### src/rtl/mem_stage_mc.sv
// mem_stage_mc: memory stage of the pipelined CPU.
//
// This block issues a request/ready/response access to a multi-cycle data
// memory. It stalls the upstream pipeline until the access completes and
// holds the load result in a register. It also forms the LLB/LHB byte-merged
// immediate, with optional forwarding of the merge source from WB.
//
// Parameters
//   DATA_W  datapath width (even, >= 4); H = DATA_W/2
//   ADDR_W  data-memory address width (<= DATA_W)
//   CNT_W   stall-cycle counter width
//
// Ports
//   clk, rst                        clock, async active-high reset
//   op, alu_out, RegData2           MEM-stage opcode, address/ALU result, store data
//   MemOp, MemWrite                 memory access / access is a store
//   ForwardImm, LdByte              merge source select / LLB(1) vs LHB(0)
//   imm_MEM, imm_WB                 immediates in MEM and WB
//   dmem_req, dmem_wr, dmem_addr,
//   dmem_wdata                      request side of the data-memory port
//   dmem_ready, dmem_rvalid,
//   dmem_rdata                      response side of the data-memory port
//   mem_out                         registered load result
//   imm_out, alu_imm                merged immediate / value for MEM/WB
//   stall                           freeze upstream stages this cycle
//   stall_cnt                       saturating count of stalled cycles
//
// state   | meaning
// --------+--------------------------------------------------------------
// ST_IDLE | no access in flight; a request is presented while MemOp=1
// ST_WAIT | load accepted, waiting for dmem_rvalid
// ST_DONE | access complete; pipeline released for exactly one cycle
module mem_stage_mc #(
  parameter int DATA_W = 16,
  parameter int ADDR_W = 16,
  parameter int CNT_W  = 16
) (
  input  logic              clk,
  input  logic              rst,
  input  logic [3:0]        op,
  input  logic [DATA_W-1:0] alu_out,
  input  logic [DATA_W-1:0] RegData2,
  input  logic              MemOp,
  input  logic              MemWrite,
  input  logic              ForwardImm,
  input  logic              LdByte,
  input  logic [DATA_W-1:0] imm_MEM,
  input  logic [DATA_W-1:0] imm_WB,
  output logic              dmem_req,
  output logic              dmem_wr,
  output logic [ADDR_W-1:0] dmem_addr,
  output logic [DATA_W-1:0] dmem_wdata,
  input  logic              dmem_ready,
  input  logic              dmem_rvalid,
  input  logic [DATA_W-1:0] dmem_rdata,
  output logic [DATA_W-1:0] mem_out,
  output logic [DATA_W-1:0] imm_out,
  output logic [DATA_W-1:0] alu_imm,
  output logic              stall,
  output logic [CNT_W-1:0]  stall_cnt
);

  localparam int H = DATA_W / 2;

  typedef enum logic [1:0] {
    ST_IDLE = 2'd0,
    ST_WAIT = 2'd1,
    ST_DONE = 2'd2
  } state_t;

  state_t state;

  logic [DATA_W-1:0] merge_src;
  logic              byte_load;
  logic              unused_op0;

  // Reset gates both outputs so nothing is requested or frozen while held.
  assign stall    = ~rst & MemOp & (state != ST_DONE);
  assign dmem_req = ~rst & MemOp & (state == ST_IDLE);
  assign dmem_wr  = dmem_req & MemWrite;

  // Upstream is stalled while a request is pending, so these stay stable.
  assign dmem_addr  = alu_out[ADDR_W-1:0];
  assign dmem_wdata = RegData2;

  always_ff @(posedge clk or posedge rst) begin
    if (rst) begin
      state     <= ST_IDLE;
      mem_out   <= '0;
      stall_cnt <= '0;
    end else begin
      case (state)
        ST_IDLE: begin
          if (MemOp && dmem_ready)
            state <= MemWrite ? ST_DONE : ST_WAIT;
        end
        ST_WAIT: begin
          if (dmem_rvalid) begin
            mem_out <= dmem_rdata;
            state   <= ST_DONE;
          end
        end
        ST_DONE: state <= ST_IDLE;
        default: state <= ST_IDLE;
      endcase

      if (stall && (stall_cnt != {CNT_W{1'b1}}))
        stall_cnt <= stall_cnt + CNT_W'(1);
    end
  end

  // Byte merge: LLB keeps the upper half of the source, LHB keeps the lower.
  assign merge_src = ForwardImm ? imm_WB : RegData2;
  assign imm_out   = LdByte ? {merge_src[DATA_W-1:H], imm_MEM[H-1:0]}
                            : {imm_MEM[H-1:0], merge_src[H-1:0]};

  // Opcodes 1010 (LLB) and 1011 (LHB); op[0] does not matter here.
  assign byte_load  = op[3] & ~op[2] & op[1];
  assign unused_op0 = op[0];
  assign alu_imm    = byte_load ? imm_out : alu_out;

endmodule

### config.mk
export PLATFORM = sky130hd
export DESIGN_NAME = mem_stage_mc
export DESIGN_NICKNAME = d
export VERILOG_FILES = /design/src/rtl/mem_stage_mc.sv
export SDC_FILE = /design/constraint.sdc
export NUM_CORES = 1
export LEC_CHECK = 0
export CAP_MARGIN = 10
export CORE_MARGIN = 2
export CORE_UTILIZATION = 33
export CTS_BUF_LIST = sky130_fd_sc_hd__clkbuf_8
export CTS_CLUSTER_SIZE = 10
export DETAILED_ROUTE_END_ITERATION = 6
export PLACE_DENSITY = 0.82
export SYNTH_ARGS = -nofsm -noshare
export SYNTH_HDL_FRONTEND = slang
export SYNTH_SLANG_ARGS = --single-unit
### constraint.sdc
create_clock -name clk -period 2.1 [get_ports clk]
set_input_delay 0.42 -clock clk [delete_from_list [all_inputs] [get_ports clk]]
set_output_delay 0.42 -clock clk [all_outputs]
set_load 0.01 [all_outputs]
==> impl_results.rst <==
.. list-table::
   :header-rows: 1

   * - Metric
     - Value
   * - Worst setup skew after layout
     - 2.91 ps
   * - Most common cell after layout, fill and taps aside
     - sky130_fd_sc_hd__clkdlybuf4s50_1
   * - Clk slew on worst S/H paths
     - 70 ps
   * - Type of element capturing the critical path
     - output port
   * - Share of cells above drive strength 1
     - 0.243
   * - Fin Setup TNS
     - 0 ps
   * - Global route overflow
     - 0
   * - Fin. max-slew vios
     - 0
   * - Post-DP HPWL
     - 5810 um
   * - Number of nets produced by synthesis
     - 323
   * - Max Cap Viol
     - 0
   * - Post-route DRC
     - 0
   * - Total power density per cell area
     - 624 mW/mm^2
   * - Die width
     - 87.1 um
   * - RSZ-0062 raised after global routing
     - false
   * - Initial core utilization
     - 0.338
   * - Mapped Avg Cell Area
     - 9.92 um^2
   * - Sequential cell area fraction in the yosys report
     - 0.373
   * - Yosys warning count
     - 0
   * - Htree depth
     - 2
   * - Kind of critical path
     - in2out
   * - Hold Buf Count CTS
     - 0
   * - Minimum clock period
     - 2060 ps
   * - CTS root buffer
     - sky130_fd_sc_hd__clkbuf_8
   * - Number of primary I/O pins
     - 191
   * - Area inside the core boundary
     - 0.00676 mm^2
   * - Pin slew with the least headroom to its limit
     - 405 ps
   * - Total global routing track utilization
     - 0.193
   * - Count of routing violations after the opening detailed-route iteration
     - 50
   * - ANT nets after route
     - 0
   * - Chip Height
     - 87.1 um
   * - TritonCTS sink count
     - 34
   * - Endpoints failing setup
     - 0
   * - Worst-case vdd ir drop
     - 0.000769 V
   * - Crit path launch type
     - primary input
   * - Library cell occupying the most area in the post-synthesis netlist
     - sky130_fd_sc_hd__dfrtp_1
   * - Global-route wire length before repair
     - 11,600 um
   * - Result of the run
     - complete, no violations
   * - Number of antenna repair diodes
     - 0
   * - Crit-path max FO
     - 2
   * - Clock latency reported for the late side of the worst-skew pair
     - 280 ps
   * - Highest-count cells in the layout ignoring fill and taps
     - sky130_fd_sc_hd__clkdlybuf4s50_1 (139), sky130_fd_sc_hd__dfrtp_1 (34), sky130_fd_sc_hd__mux2_2 (32), sky130_fd_sc_hd__buf_4 (30), sky130_fd_sc_hd__dlygate4sd2_1 (27)
   * - Overall routed net length
     - 7640 um
   * - Clock tree from TritonCTS
     - done
   * - Total number of vias
     - 2,388
   * - Static Leak
     - 1.92 nW
   * - Count of buffers inserted at the top-level ports
     - 181
   * - Hold Violations, Final
     - 0
   * - Class of the most critical hold timing path
     - reg2reg
   * - Post-route setup slack
     - 44.8 ps
   * - Area Growth Syn to Fin
     - 89.1%
   * - Number of standard-cell rows in the floorplan
     - 30
   * - Fmax
     - 487 MHz
   * - Required time of the worst setup path
     - 1680 ps
   * - Vias in the first global route
     - 2,415
   * - Arrival @ worst endpoint
     - 1640 ps
   * - Slew margin rel.
     - 0.729
   * - Yosys cell types
     - 31
   * - Placement Setup Slack
     - -509 ps
   * - Overall power
     - 2.69 mW
   * - Number of nets in the layout
     - 508
   * - Number of buffers created by CTS
     - 5
   * - Mean routed wirelength per cell
     - 15.4 um
   * - Antenna violations before repair
     - 0
   * - TritonRoute pass-1 iters
     - 4
   * - Count of state elements after synthesis
     - 34
   * - Total Die Area
     - 0.00759 mm^2
   * - Top cells by area in the synthesized netlist
     - sky130_fd_sc_hd__dfrtp_1 (37%), sky130_fd_sc_hd__mux2_2 (16%), sky130_fd_sc_hd__buf_4 (11%)
   * - Cell area after technology mapping
     - 0.00228 mm^2
   * - Util after Layout
     - 0.639
   * - Via count normalized by instance count
     - 4.81
   * - Routability-driven placement congestion ratio
     - 0.830
   * - Proportion of netlist area held by the largest area contributor
     - 0.373
   * - Largest net degree at the start of global routing
     - 27
   * - Clock Path Buffers
     - 2
   * - Synth Instances
     - 230
   * - Post-route clock period utilization
     - 0.979
[area by class of cell]
cell class              instances  area, um^2
clock inverters                 2        8.76
fillers                       534        2440
multi-input cells             153        1170
clock buffers                   6        82.6
repair buffers                219        2100
inverters                       2        7.51
flip-flops and latches         34         851
well taps                      80         100
[power breakdown]
part / switching (mW) / total [mW] / internal [mW]
registers: 0.132 / 0.963 / 0.831
logic: 0.449 / 1.24 / 0.788
clock network: 0.231 / 0.490 / 0.260
[kinds of logic after synthesis]
| group | synth area share |
|---|---|
| buffers and inverters | 0.128 |
| DFF | 0.373 |
| muxes | 0.240 |
| xor gates and xnor gates | 0.0499 |
| and+or+nand+nor | 0.156 |
| adders and majority gates | 0.00548 |
| AOI/OAI and AO/OA | 0.0477 |
[critical path: stages]
cell	delay, ps
sky130_fd_sc_hd__clkdlybuf4s50_1	410
sky130_fd_sc_hd__mux2i_1	180
sky130_fd_sc_hd__a21oi_2	100
sky130_fd_sc_hd__buf_4	140
sky130_fd_sc_hd__mux2_2	240
sky130_fd_sc_hd__buf_2	140
[state kept, by name, indices dropped and copies added (netlist names)]
name and count:
stall_cnt 16, state 2, mem_out 16
[path summary, 6_finish.rpt]
path	startpoint	to	slack, ps	depth (start not counted)
max	imm_WB[8]	alu_imm[8]	40	6
min	mem_out[1]	mem_out[1]	510	1
max reg2reg	stall_cnt[0]	stall_cnt[1]	180	5
min reg2reg	mem_out[1]	mem_out[1]	510	1
max in group asynchronous	rst	mem_out[14]	1070	4
min in group asynchronous	rst	stall_cnt[8]	560	3
[routing by layer]
metal,vias up,part of all wire,GRT usage
met1,1102,0.36,0.206
met3,8,0.10,0.0635
met2,131,0.53,0.364
li1,1147,-,-
met5,-,0,0
met4,0,0.012,0.0476
[through the flow]
| step | std cells | hold WS (ps) | cell area [um^2] |
|---|---|---|---|
| floorplan | 230 | 471 | 2280 |
| global placement | 477 | 487 | 4150 |
| detailed placement | 477 | 495 | 4150 |
| CTS | 496 | 508 | 4360 |
| global route | 496 | 518 | 4310 |
| finish | 496 | 505 | 4310 |
[synth_stat cells (all sizes together)]
library cell and count:
mux2 34, nand4b 2, nand3b 3, and2 2
o21ai 10, xor2 5, nor2 18, clkbuf 6
nor3 5, nor4 2, nand4 7, xnor2 8
ha 1, a32oi 1, inv 2, or4b 1
nor4bb 1, and3 2, nand2 13, nand2b 2
buf 35, dfrtp 34, nand3 8, mux2i 16
nor2b 2, a21oi 10
[repair_timing]
action	4_1_cts	5_1_grt
gates cloned	3	0
gates resized for setup	86	11
pin swaps	5	3
endpoints found under the setup margin	35	12
buffers inserted	8	0
Power figures use the tool's default switching activity.
